--- src/rtl/reg8_serial_tx.sv ---
// Framed parallel-in serial-out transmitter: start, data, optional parity, stop.
// Define TX_PARITY_EN to insert an even parity bit between data and stop.
module reg8_serial_tx #(
    parameter int   WIDTH      = 8,
    parameter bit   LSB_FIRST  = 1'b1,
    parameter logic IDLE_LEVEL = 1'b1
) (
    input  logic             clk,
    input  logic             res,
    input  logic             EN,
    input  logic             load,
    input  logic [WIDTH-1:0] Reg_In,
    output logic             ready,
    output logic             busy,
    output logic             ser_out,
    output logic             done
);

    localparam int CW = $clog2(WIDTH + 1);
    localparam logic [CW-1:0] LAST = CW'(WIDTH - 1);

`ifdef TX_PARITY_EN
    typedef enum logic [2:0] {
        S_IDLE, S_START, S_DATA, S_PARITY, S_STOP
    } state_t;
`else
    typedef enum logic [2:0] {
        S_IDLE, S_START, S_DATA, S_STOP
    } state_t;
`endif

    state_t          state_q, state_nx;
    logic [WIDTH-1:0] data_q, data_nx;
    logic [CW-1:0]    cnt_q, cnt_nx;
    logic             ser_q, ser_nx;
    logic             done_q, done_nx;
    logic [WIDTH-1:0] ordered;
    logic [WIDTH-1:0] ord_sh;
    logic [CW-1:0]    cnt_inc;

    // Data reordered so transmit order always walks upward from bit 0
    genvar g;
    generate
        for (g = 0; g < WIDTH; g++) begin : g_ord
            if (LSB_FIRST) begin : g_lsb
                assign ordered[g] = data_q[g];
            end else begin : g_msb
                assign ordered[g] = data_q[WIDTH-1-g];
            end
        end
    endgenerate

    assign cnt_inc = cnt_q + CW'(1);
    assign ord_sh  = ordered >> cnt_inc;

    always_ff @(posedge clk or posedge res) begin
        if (res) begin
            state_q <= S_IDLE;
            data_q  <= '0;
            cnt_q   <= '0;
            ser_q   <= IDLE_LEVEL;
            done_q  <= 1'b0;
        end else begin
            state_q <= state_nx;
            data_q  <= data_nx;
            cnt_q   <= cnt_nx;
            ser_q   <= ser_nx;
            done_q  <= done_nx;
        end
    end

    always_comb begin
        state_nx = state_q;
        data_nx  = data_q;
        cnt_nx   = cnt_q;
        ser_nx   = ser_q;
        done_nx  = 1'b0;
        unique case (state_q)
            S_IDLE: begin
                ser_nx = IDLE_LEVEL;
                if (load) begin
                    data_nx  = Reg_In;
                    cnt_nx   = '0;
                    state_nx = S_START;
                    ser_nx   = ~IDLE_LEVEL;
                end
            end
            S_START: begin
                if (EN) begin
                    state_nx = S_DATA;
                    ser_nx   = ordered[0];
                end
            end
            S_DATA: begin
                if (EN) begin
                    // Counter ends at WIDTH, which CW bits always hold
                    cnt_nx = cnt_inc;
                    if (cnt_q == LAST) begin
`ifdef TX_PARITY_EN
                        state_nx = S_PARITY;
                        ser_nx   = ^data_q;
`else
                        state_nx = S_STOP;
                        ser_nx   = IDLE_LEVEL;
`endif
                    end else begin
                        ser_nx = ord_sh[0];
                    end
                end
            end
`ifdef TX_PARITY_EN
            S_PARITY: begin
                if (EN) begin
                    state_nx = S_STOP;
                    ser_nx   = IDLE_LEVEL;
                end
            end
`endif
            S_STOP: begin
                ser_nx = IDLE_LEVEL;
                if (EN) begin
                    state_nx = S_IDLE;
                    done_nx  = 1'b1;
                end
            end
            default: begin
                state_nx = S_IDLE;
                ser_nx   = IDLE_LEVEL;
            end
        endcase
    end

    assign ready   = (state_q == S_IDLE);
    assign busy    = ~ready;
    assign ser_out = ser_q;
    assign done    = done_q;

endmodule

--- config.mk ---
export PLATFORM = sky130hd
export DESIGN_NAME = reg8_serial_tx
export DESIGN_NICKNAME = d
export VERILOG_FILES = /design/src/rtl/reg8_serial_tx.sv
export SDC_FILE = /design/constraint.sdc
export NUM_CORES = 1
export LEC_CHECK = 0
export CORE_MARGIN = 5
export CORE_UTILIZATION = 30
export DETAILED_ROUTE_END_ITERATION = 10
export GPL_ROUTABILITY_DRIVEN = 0
export HOLD_SLACK_MARGIN = 0.06
export PLACE_DENSITY = 0.59
export SYNTH_ARGS = -nofsm -noshare
export SYNTH_HDL_FRONTEND = slang
export SYNTH_SLANG_ARGS = --single-unit
--- constraint.sdc ---
create_clock -name clk -period 3.4 [get_ports clk]
set_clock_uncertainty 0.05 [all_clocks]
set_input_delay 0.51 -clock clk [delete_from_list [all_inputs] [get_ports clk]]
set_output_delay 0.51 -clock clk [all_outputs]
set_load 0.05 [all_outputs]
==> results.yml <==
status:
  status: "completed"
route:
  ant_nets: 0
  drt_iter0_drc: 6
  wl_um: 1660
  met2WireLength_um: 849
  dr.max_layer_used: "met4"
  vias: 651
  viasPerCell: 5.05
  drc: 0
  dr_wl_met3_um: 65
  m1WireLength_um: 717
  dr.pass1.iters: 3
  routedWlPerCell_um: 12.9
floorplanning:
  dieArea_um2: 4210
  die_h_um: 64.9
  start_util: 0.304
  top_level_ports: 16
  core-area_um2: 2980
  die_w_um: 64.9
  rows: 20
cts:
  cts_buffers: 3
  cts_tree: "done"
  clk_pin_slew_ps: 90
  clkLatencyLatePin_ps: 290
  ctsHoldBuffers: 0
  root_buffer: "clkbuf_4"
  clockBufferDepth: 2
  cts_num_sinks: 16
  htreeDepth: 1
  cts.repair.resized: 0
  post_cts_buffers: 0
sta:
  worst_pin_slew_ps: 611
  rsz0062_at_grt: "false"
  hold_viol_final: 0
  relSlewSlack: 0.592
  period_needed_ps: 2490
  finalSetupViolations: 0
  clock.fmax_mhz: 401
  drv_slew: 0
  fin_setup_tns_ps: 0
  fin_crit_sh: 0.733
yosys:
  synthMuxAreaShare: 0.170
  synth_fp_nets: 99
  synth_top_family_by_area: "multiplexers"
  avgSynthCellArea_um2: 11.2
  yosysTopAreaCell: "dfrtp_1"
  synth_xor_area_frac: 0.0194
  synth_commonest_cells: "dfrtp_1, mux2_2, ha_1, inv_1, o21ai_0"
  synth_top_area_frac: 0.415
  synth-edff-count: 0
  synth-main-ff-cell: "dfrtp_1"
  synth_warnings: 0
  synth.area.top_cells: "dfrtp_1, mux2_2, ha_1"
  ys_seq_area_frac: 0.444
  synthAdderAreaFrac: 0.0830
  ys_types: 28
  netlist_area_um2: 905
  synth.most_common_cell: "dfrtp_1"
  synth-simple-area-share: 0.0858
  async_reset_ff_frac: 1.00
  synthCells: 81
  synth_compound_area_frac: 0.148
  synth-seq-cells: 16
worst_setup_path:
  required_ps: 2840
  crit_type: "flip-flop to output pin"
  crit_chain: "inv_1, ha_1, inv_1, clkdlybuf4s50_1"
  max_stage_delay_ps: 790
  end_kind: "output pin"
  crit_path_max_fanout: 6
  arrival_ps: 1930
  worstReg2RegStart: "state_q[0]"
  startpoint_type: "flip-flop"
  cpMostUsedCell: "inv_1"
  crit_path_start: "state_q[0]"
  critPathSlowestCell: "clkdlybuf4s50_1"
run:
  maxCapViolations: 0
global_routing:
  grt_pass1_vias: 707
  grt_pass1_wl_um: 2960
  antenna_found_initial: 0
  grtUsageTotal: 0.0904
  grt_max_degree: 17
  grt.overflow.total: 0
power_and_ir_drop:
  vdd_ir_drop_max_mv: 0.369
  p_leak_nw: 0.467
  power.density_nw_per_um2: 857
  total_power_mw: 0.943
cells_and_area:
  fin_nets: 115
  diodes: 0
  drive_above_1_share: 0.156
  final_area_um2: 1100
  area_growth_syn_to_layout_pct: 21.6
placed_design:
  io_buffer_count: 15
  place_area_um2: 1070
  dp_hpwl_um: 1260
min_path:
  hp-start: "data_q[4]"
  holdCritPathClass: "flip-flop to flip-flop"
critical path: cells and delay by family, from the launching register on:
kind	cells	cell delay, ps
buffers and inverters	3	950
DFF	1	430
adders and majority gates	1	270
flip-flops by register name, summed over array words and instances (netlist names):
signal,flops
cnt_q,4
data_q,8
done,1
ser_out,1
state_q,2
report_power, final:
group	total, mW	internal [mW]	switching (mW)	leakage, nW
logic	0.489	0.236	0.252	0.255
clock network	0.106	0.0456	0.0603	0.0150
registers	0.348	0.279	0.0694	0.196
total	0.943	0.561	0.382	0.467
logic make-up after synthesis:
| group | count (synthesis) |
|---|---|
| buffers and inverters | 10 |
| XOR/XNOR | 2 |
| AO/OA/AOI/OAI | 19 |
| AND/OR/NAND/NOR | 15 |
| flip-flops | 16 |
| adder cells (fa/ha/maj) | 6 |
| multiplexers | 13 |
metal layers:
metal	vias to the layer above	track usage
li1	317	-
met3	4	0.0225
met4	0	0.0580
met5	-	0
met1	318	0.0913
met2	12	0.163
worst paths after layout:
path	to	slack [ps]	cells after the start
worst max-delay path	busy	910	4
worst min-delay path	data_q[4]	460	1
worst max register to register	state_q[1]	1470	6
worst min register to register	data_q[4]	460	1
max in group asynchronous	data_q[3]	2370	2
min in group asynchronous	cnt_q[3]	530	2
placed cells by master (no fill, tap or decap), drive strengths merged, types with 2 or more instances in the layout:
cell and count:
mux2i 3, o21ai 6, clkdlybuf4s50 15, and2 2, clkbuf 4, inv 6
dfrtp 15, nand2 4, nand3 3, a22o 4, a21oi 3, nor2 2
o2bb2ai 2, mux2 9, ha 6
per-stage QoR:
stage / hold slack, ps / cells / utilization / setup slack, ps
CTS: 466 / 129 / 0.369 / 890
floorplan: 373 / 81 / - / 1440
global placement: 439 / 125 / 0.361 / 1270
global route: 484 / 129 / 0.369 / 800
finish: 461 / 129 / 0.369 / 909
detailed placement: 444 / 125 / 0.361 / 1220
layout make-up:
| cell class | count | area, µm² |
|---|---|---|
| well taps | 33 | 41.3 |
| flip-flops and latches | 16 | 402 |
| fillers | 308 | 1880 |
| inverters | 6 | 22.5 |
| multi-input cells | 55 | 458 |
| clock buffers | 4 | 26.3 |
| repair buffers | 15 | 150 |
No activity file was read; power rests on OpenSTA's default activity.
